### src/rtl/runner_sprite_ctrl.sv
// runner_sprite_ctrl: per-frame player controller for the runner game.
// Holds the player's vertical position, signed velocity, jump budget and run
// animation counter. Everything advances once per frame tick, derived from the
// asynchronous frame strobe. A zero-latency pixel path tells the colour mapper
// whether the current pixel is an opaque player pixel and which asynchronous
// sprite ROM row to fetch.
module runner_sprite_ctrl #(
  parameter int          X_LEFT      = 100,
  parameter int          Y_RESET     = 250,
  parameter int          Y_MIN       = 10,
  parameter int          WIDTH       = 56,
  parameter int          HEIGHT      = 80,
  parameter int          DUCK_HEIGHT = 48,
  parameter int          JUMP_V0     = 12,
  parameter int          GRAVITY     = 1,
  parameter int          V_MAX       = 12,
  parameter int          RUN_PAGES   = 9,
  parameter int          FRAME_DIV   = 2,
  parameter int          MAX_JUMPS   = 2,
  parameter logic [7:0]  KEY_JUMP    = 8'h2C,
  parameter logic [7:0]  KEY_DUCK    = 8'h51
) (
  input  logic             Clk,
  input  logic             Reset_n,
  input  logic             frame_clk,
  input  logic             playing,
  input  logic             hit,
  input  logic [7:0]       keycode,
  input  logic [9:0]       DrawX,
  input  logic [9:0]       DrawY,
  input  logic [9:0]       GroundY,
  input  logic [WIDTH-1:0] sprite_row,
  output logic [10:0]      sprite_addr,
  output logic             is_player,
  output logic [9:0]       PlayerTop,
  output logic [9:0]       PlayerBottom,
  output logic [2:0]       state_o
);

  // Player states, numbered as the game FSM and colour mapper expect them.
  localparam logic [2:0] S_IDLE = 3'd0;
  localparam logic [2:0] S_RUN  = 3'd1;
  localparam logic [2:0] S_AIR  = 3'd2;
  localparam logic [2:0] S_DUCK = 3'd3;
  localparam logic [2:0] S_DEAD = 3'd4;

  // All position/velocity math is 11-bit signed so that y - vel and
  // DrawY - y can go negative without wrapping.
  typedef logic signed [10:0] s11_t;

  localparam s11_t C_X_LEFT  = s11_t'(X_LEFT);
  localparam s11_t C_Y_RESET = s11_t'(Y_RESET);
  localparam s11_t C_Y_MIN   = s11_t'(Y_MIN);
  localparam s11_t C_WIDTH   = s11_t'(WIDTH);
  localparam s11_t C_HEIGHT  = s11_t'(HEIGHT);
  localparam s11_t C_DUCK_H  = s11_t'(DUCK_HEIGHT);
  localparam s11_t C_JUMP_V0 = s11_t'(JUMP_V0);
  localparam s11_t C_GRAVITY = s11_t'(GRAVITY);
  localparam s11_t C_V_MAX   = s11_t'(V_MAX);

  localparam logic [7:0] SUB_LAST   = 8'(FRAME_DIV - 1);
  localparam logic [7:0] PAGE_LAST  = 8'(RUN_PAGES - 1);
  localparam logic [7:0] PAGE_AIR   = 8'(RUN_PAGES);
  localparam logic [7:0] PAGE_DUCK  = 8'(RUN_PAGES + 1);
  localparam logic [7:0] PAGE_DEAD  = 8'(RUN_PAGES + 2);
  localparam logic [3:0] JUMPS_MAX  = 4'(MAX_JUMPS);
  localparam int         COL_W      = $clog2(WIDTH);

  // Frame strobe synchroniser and registered tick.
  logic fc_d1, fc_d2, tick;

  // Registered player state.
  logic [2:0] state;
  s11_t       y_pos;
  s11_t       vel;
  logic [3:0] jumps;
  logic [7:0] run_page;
  logic [7:0] sub_cnt;
  logic       key_prev;

  // Next-state values, applied on tick.
  logic [2:0] state_n;
  s11_t       y_n;
  s11_t       vel_n;
  logic [3:0] jumps_n;
  logic [7:0] page_n;
  logic [7:0] sub_n;

  // Per-tick helper terms.
  s11_t ground, y_stand, y_duck, y_step, grav, vel_sum, vel_fall;
  logic jump_edge, duck_held;

  // Pixel-path terms.
  s11_t       cur_h, x_off, y_off;
  logic [7:0] cur_page;
  logic       in_box;
  logic [WIDTH-1:0] row_shift;

  // Bring the frame strobe into the Clk domain and form a one-cycle tick on its rising edge.
  always_ff @(posedge Clk or negedge Reset_n) begin
    if (!Reset_n) begin
      fc_d1 <= 1'b0;
      fc_d2 <= 1'b0;
      tick  <= 1'b0;
    end else begin
      // NOTE: registers are written with <= so each one updates from the values held before this edge.
      fc_d1 <= frame_clk;
      fc_d2 <= fc_d1;
      tick  <= fc_d1 & ~fc_d2;
    end
  end

  // Key and physics helper terms shared by the next-state logic.
  always_comb begin
    ground    = s11_t'({1'b0, GroundY});
    y_stand   = ground - C_HEIGHT;
    y_duck    = ground - C_DUCK_H;
    jump_edge = (keycode == KEY_JUMP) && !key_prev;
    duck_held = (keycode == KEY_DUCK);
    y_step    = y_pos + vel;
    grav      = duck_held ? (C_GRAVITY + C_GRAVITY) : C_GRAVITY;
    vel_sum   = vel + grav;
    vel_fall  = (vel_sum > C_V_MAX) ? C_V_MAX : vel_sum;
  end

  // Next-state rules: !playing beats hit, hit beats the per-state rules.
  always_comb begin
    // NOTE: every output of this block gets its hold value first, so no branch can leave one unassigned and infer a latch.
    state_n = state;
    y_n     = y_pos;
    vel_n   = vel;
    jumps_n = jumps;
    page_n  = run_page;
    sub_n   = sub_cnt;
    if (!playing) begin
      state_n = S_IDLE;
      y_n     = y_stand;
      vel_n   = '0;
      jumps_n = '0;
      page_n  = '0;
      sub_n   = '0;
    end else if (hit) begin
      state_n = S_DEAD;
    end else begin
      case (state)
        S_IDLE: begin
          state_n = S_RUN;
          y_n     = y_stand;
        end
        S_RUN: begin
          if (sub_cnt == SUB_LAST) begin
            sub_n  = '0;
            page_n = (run_page == PAGE_LAST) ? 8'd0 : run_page + 8'd1;
          end else begin
            sub_n  = sub_cnt + 8'd1;
          end
          y_n = y_stand;
          if (jump_edge) begin
            state_n = S_AIR;
            vel_n   = -C_JUMP_V0;
            jumps_n = 4'd1;
          end else if (duck_held) begin
            state_n = S_DUCK;
            y_n     = y_duck;
          end
        end
        S_AIR: begin
          if (jump_edge && (jumps < JUMPS_MAX)) begin
            vel_n   = -C_JUMP_V0;
            jumps_n = jumps + 4'd1;
          end else if (y_step + C_HEIGHT >= ground) begin
            // Land flush on the floor; the landing Y follows the height of the state we land in.
            vel_n   = '0;
            jumps_n = '0;
            if (duck_held) begin
              state_n = S_DUCK;
              y_n     = y_duck;
            end else begin
              state_n = S_RUN;
              y_n     = y_stand;
            end
          end else if (y_step < C_Y_MIN) begin
            y_n   = C_Y_MIN;
            vel_n = '0;
          end else begin
            y_n   = y_step;
            vel_n = vel_fall;
          end
        end
        S_DUCK: begin
          if (jump_edge) begin
            state_n = S_AIR;
            vel_n   = -C_JUMP_V0;
            jumps_n = 4'd1;
            y_n     = y_stand;
          end else if (!duck_held) begin
            state_n = S_RUN;
            y_n     = y_stand;
          end else begin
            y_n     = y_duck;
          end
        end
        default: begin
          // DEAD (and any unused code) freezes until the game stops.
        end
      endcase
    end
  end

  // Player state register; advances only on the frame tick.
  always_ff @(posedge Clk or negedge Reset_n) begin
    if (!Reset_n) begin
      state    <= S_IDLE;
      y_pos    <= C_Y_RESET;
      vel      <= '0;
      jumps    <= '0;
      run_page <= '0;
      sub_cnt  <= '0;
      key_prev <= 1'b0;
    end else if (tick) begin
      state    <= state_n;
      y_pos    <= y_n;
      vel      <= vel_n;
      jumps    <= jumps_n;
      run_page <= page_n;
      sub_cnt  <= sub_n;
      key_prev <= (keycode == KEY_JUMP);
    end
  end

  // Current height and sprite page selected by state.
  always_comb begin
    cur_h = (state == S_DUCK) ? C_DUCK_H : C_HEIGHT;
    case (state)
      S_RUN:   cur_page = run_page;
      S_AIR:   cur_page = PAGE_AIR;
      S_DUCK:  cur_page = PAGE_DUCK;
      S_DEAD:  cur_page = PAGE_DEAD;
      default: cur_page = 8'd0;
    endcase
  end

  // Zero-latency pixel path: box test, ROM address and column pick from the asynchronous ROM row.
  always_comb begin
    x_off       = s11_t'({1'b0, DrawX}) - C_X_LEFT;
    y_off       = s11_t'({1'b0, DrawY}) - y_pos;
    in_box      = (x_off >= 0) && (x_off < C_WIDTH) && (y_off >= 0) && (y_off < cur_h);
    // Shifting left by the column brings column x (counted from the MSB) to the MSB.
    row_shift   = sprite_row << x_off[COL_W-1:0];
    is_player   = in_box && row_shift[WIDTH-1];
    sprite_addr = 11'(int'(cur_page) * HEIGHT) + y_off;
  end

  assign PlayerTop    = y_pos[9:0];
  assign PlayerBottom = 10'(y_pos + cur_h);
  assign state_o      = state;

endmodule

### config.mk
export PLATFORM = sky130hd
export DESIGN_NAME = runner_sprite_ctrl
export DESIGN_NICKNAME = d
export VERILOG_FILES = /design/src/rtl/runner_sprite_ctrl.sv
export SDC_FILE = /design/constraint.sdc
export NUM_CORES = 1
export LEC_CHECK = 0
export ABC_AREA = 1
export BUFFER_PORTS_ARGS = -buffer_cell sky130_fd_sc_hd__clkbuf_2
export CAP_MARGIN = 15
export CORE_UTILIZATION = 50
export CTS_CLUSTER_SIZE = 12
export DETAILED_ROUTE_END_ITERATION = 8
export PLACE_DENSITY = 0.79
export SLEW_MARGIN = 20
export SYNTH_ARGS = -nofsm -noshare
export SYNTH_HDL_FRONTEND = slang
export SYNTH_SLANG_ARGS = --single-unit
### constraint.sdc
create_clock -name Clk -period 5.24 [get_ports Clk]
set_clock_uncertainty 0.2 [all_clocks]
set_input_delay 0.524 -clock Clk [delete_from_list [all_inputs] [get_ports Clk]]
set_output_delay 0.524 -clock Clk [all_outputs]
set_load 0.05 [all_outputs]
==> results.yml <==
routing:
  first_iter_violations: 384
  antenna_left: 0
  wirelength_um: 15950
  remaining_drc_errors: 0
  routedWlPerCell_um: 13.60
  first_pass_iters: 5
  vias_per_cell: 5.344
  vias: 6268
grt:
  grt_pass1_vias: 5667
  grt_pass1_wl_um: 26480
  antenna_found_initial: 0
  grt_overflow: 0
  grt_max_degree: 50
  grt.total_usage_pct: 25.80
synthesis:
  synth_area_mm2: 0.006127
  ys_seq_elements: 49
  synth_cells: 915
  synth_nets: 1079
  yosysWarnings: 0
  yosysSeqAreaShare_pct: 20.13
  synthesis.area_per_instance_um2: 6.696
  synth_edf_count: 0
  synthArstFlopShare_pct: 100.0
  yosys_most_used_dff: "dfrtp_1"
  synth.distinct_cells: 52
finish:
  final_nets: 1189
  layout_commonest_cell: "nand2_1"
  n_antenna_cell: 0
  drive_gt1_share_pct: 20.47
  multi_input_area_mm2: 0.004158
  seqCellArea_mm2: 0.001234
  fill_cells: 1159
  finalNonFillerCells: 1173
  final_cell_mix: "nand2_1, inv_1, clkbuf_2, nand3_1, nor2_1"
  post-route-util_pct: 58.15
  syn_to_final_growth_pct: 13.52
clocking:
  cts_made_buffers: 5
  ctsResizeCount: 0
  htreeDepth: 2
  cts_buffer_depth: 2
  root_buffer: "clkbuf_16"
  clk_pin_slew_ns: 0.08
  hold_buffers: 0
  clock_latency_ns: 0.31
  cts_num_sinks: 49
  post_cts_buffers: 0
  cts_tree: "yes"
status:
  status: "finished clean"
sta:
  period_minus_slack_ns: 4.631
  hold_slack_ns: 0.1184
  min_period_over_period_pct: 88.38
  slew_viol_final: 0
  setup_violations: 0
  slew_headroom_pct: 55.41
  tns_ns: 0
  fin_ws_ns: 0.6089
  rsz0062_at_grt: "no"
  tightest_slew_ns: 0.6601
  max_freq_ghz: 0.2159
  hold_viol_final: 0
critical_path:
  path_depth: 18
  worstPathCellList: "inv_2 > nor2_2 > inv_2 > nor2_4 > inv_2 > o211ai_1 > ha_1 > ha_1 > inv_1 > fa_1 > inv_1 > ha_1 > nand2_1 > nand2_1 > a21oi_1 > xor2_1 > xor2_1 > clkbuf_2"
  crit_path_top_delay_cell: "dfrtp_1"
  cp-endpoint: "sprite_addr[10]"
  worst_ep_required_time_ns: 4.52
  ff2ff_path_depth: 26
  max_stage_delay_ns: 0.45
  critPathLaunchType: "register"
  r2r_end: "jumps[0]"
  r2r-start: "vel[2]"
  crit_buf_inv: 6
  worstPathArrival_ns: 3.91
  crit_path_end_kind: "primary output"
  worstPathMaxFanout: 14
  path_delay_family: "adder cells"
  startpoint: "state_o[0]"
  criticalPathCategory: "reg -> out"
  rrSetupSlack_ns: 0.98
die:
  die_x_um: 112.7
  die_area_mm2: 0.01270
  core.rowCount: 40
  core_area_mm2: 0.01196
  ios: 134
  die_h_um: 112.7
  start_util_pct: 51.22
run:
  cap_violations: 0
pwr:
  vdd_drop_max_mv: 0.2268
  power_density_mw_per_mm2: 468.1
  p_leak_nw: 3.708
placement:
  place.gp.congestion: 0.8822
  io_buffers: 133
  place.detailed.hpwl_um: 12840
  placedCellCount: 1165
  dpl_worst_slack_ns: 0.9570
hold_path:
  hp-class: "in -> async"
==> sequential cells by signal, indices dropped and copies added, names as in the netlist <==
name	cells
jumps	4
fc_d1	1
run_page	8
tick	1
fc_d2	1
sub_cnt	8
y_pos	11
key_prev	1
state_o	3
vel	11
==> power by group <==
part / switching (W) / internal (W)
logic: 0.00160 / 0.000720
registers: 0.000118 / 0.000468
clock network: 0.000168 / 0.000183
==> cell type report <==
| type | count | share of cell area, % |
|---|---|---|
| multi-input combinational | 689 | 59.78 |
| sequential | 49 | 17.74 |
| timing repair buffer | 134 | 9.678 |
| inverter | 146 | 7.879 |
| tap | 147 | 2.644 |
| clock buffer | 5 | 1.799 |
| clock inverter | 3 | 0.4857 |
==> cell families after synthesis <==
kind of cell             after synthesis  share of synthesized area (%)
flip-flops                            49                          20.13
AO/OA/AOI/OAI                        161                          15.15
AND/OR/NAND/NOR                      419                          32.41
adder cells (fa/ha/maj)               65                          14.01
XOR/XNOR                              44                          6.290
buffers and inverters                177                          12.01
==> how the worst min path moves through the flow <==
| stage | startpoint | endpoint | slack, ns |
|---|---|---|---|
| floorplan | Reset_n | fc_d1 | 0.03 |
| global placement | fc_d1 | fc_d2 | 0.17 |
| detailed placement | fc_d1 | fc_d2 | 0.17 |
| CTS | frame_clk | fc_d1 | 0.11 |
| global route | frame_clk | fc_d1 | 0.11 |
| finish | Reset_n | y_pos[10] | 0.12 |
==> stage by stage <==
| stage | power [W] | area [um^2] |
|---|---|---|
| floorplan | 0.002437 | 6127 |
| global placement | 0.002869 | 6797 |
| detailed placement | 0.002887 | 6797 |
| CTS | 0.003258 | 6955 |
| global route | 0.003530 | 6955 |
| finish | 0.003256 | 6955 |
==> layer usage <==
metal | track usage [%] | up-vias | part of all wire [%]
met3 | 3.964 | 29 | 5.9
met2 | 41.40 | 194 | 45
met1 | 35.99 | 2829 | 47
li1 | - | 3216 | -
met4 | 7.378 | 0 | 2.4
met5 | 0 | - | 0
==> synth_stat cells (2+ instances only) <==
library cell	count	area (um^2)
o21ai_0	51	255.2
clkbuf_1	7	26.28
nand4_1	15	93.84
ha_1	59	738.2
nor4_1	4	25.02
dfrtp_1	43	1076
a32o_1	2	20.02
o21bai_1	3	22.52
nand3_1	67	335.3
nor3_1	16	80.08
xnor2_1	13	113.9
a21boi_0	2	15.01
nand2_2	14	87.58
o22ai_1	13	81.33
a41oi_1	2	17.52
and2_1	2	12.51
dfstp_2	6	157.7
nor2_4	4	45.04
nand2_1	203	762.0
buf_2	9	45.04
o211ai_1	6	45.04
a21oi_1	52	260.3
a31oi_1	3	18.77
or2_2	9	56.30
xor2_1	31	271.5
nor2_2	2	12.51
fa_1	6	120.1
nand3_2	4	40.04
nor3_2	2	20.02
buf_4	14	105.1
nor2_1	62	232.7
nand3_4	3	52.55
nand3b_1	3	22.52
a21oi_2	7	61.31
inv_2	10	37.54
o21ai_1	12	60.06
nand2_4	3	33.78
o21a_1	3	22.52
inv_1	133	499.2
clkinv_1	3	11.26
No activity file was read; power rests on OpenSTA's default activity.
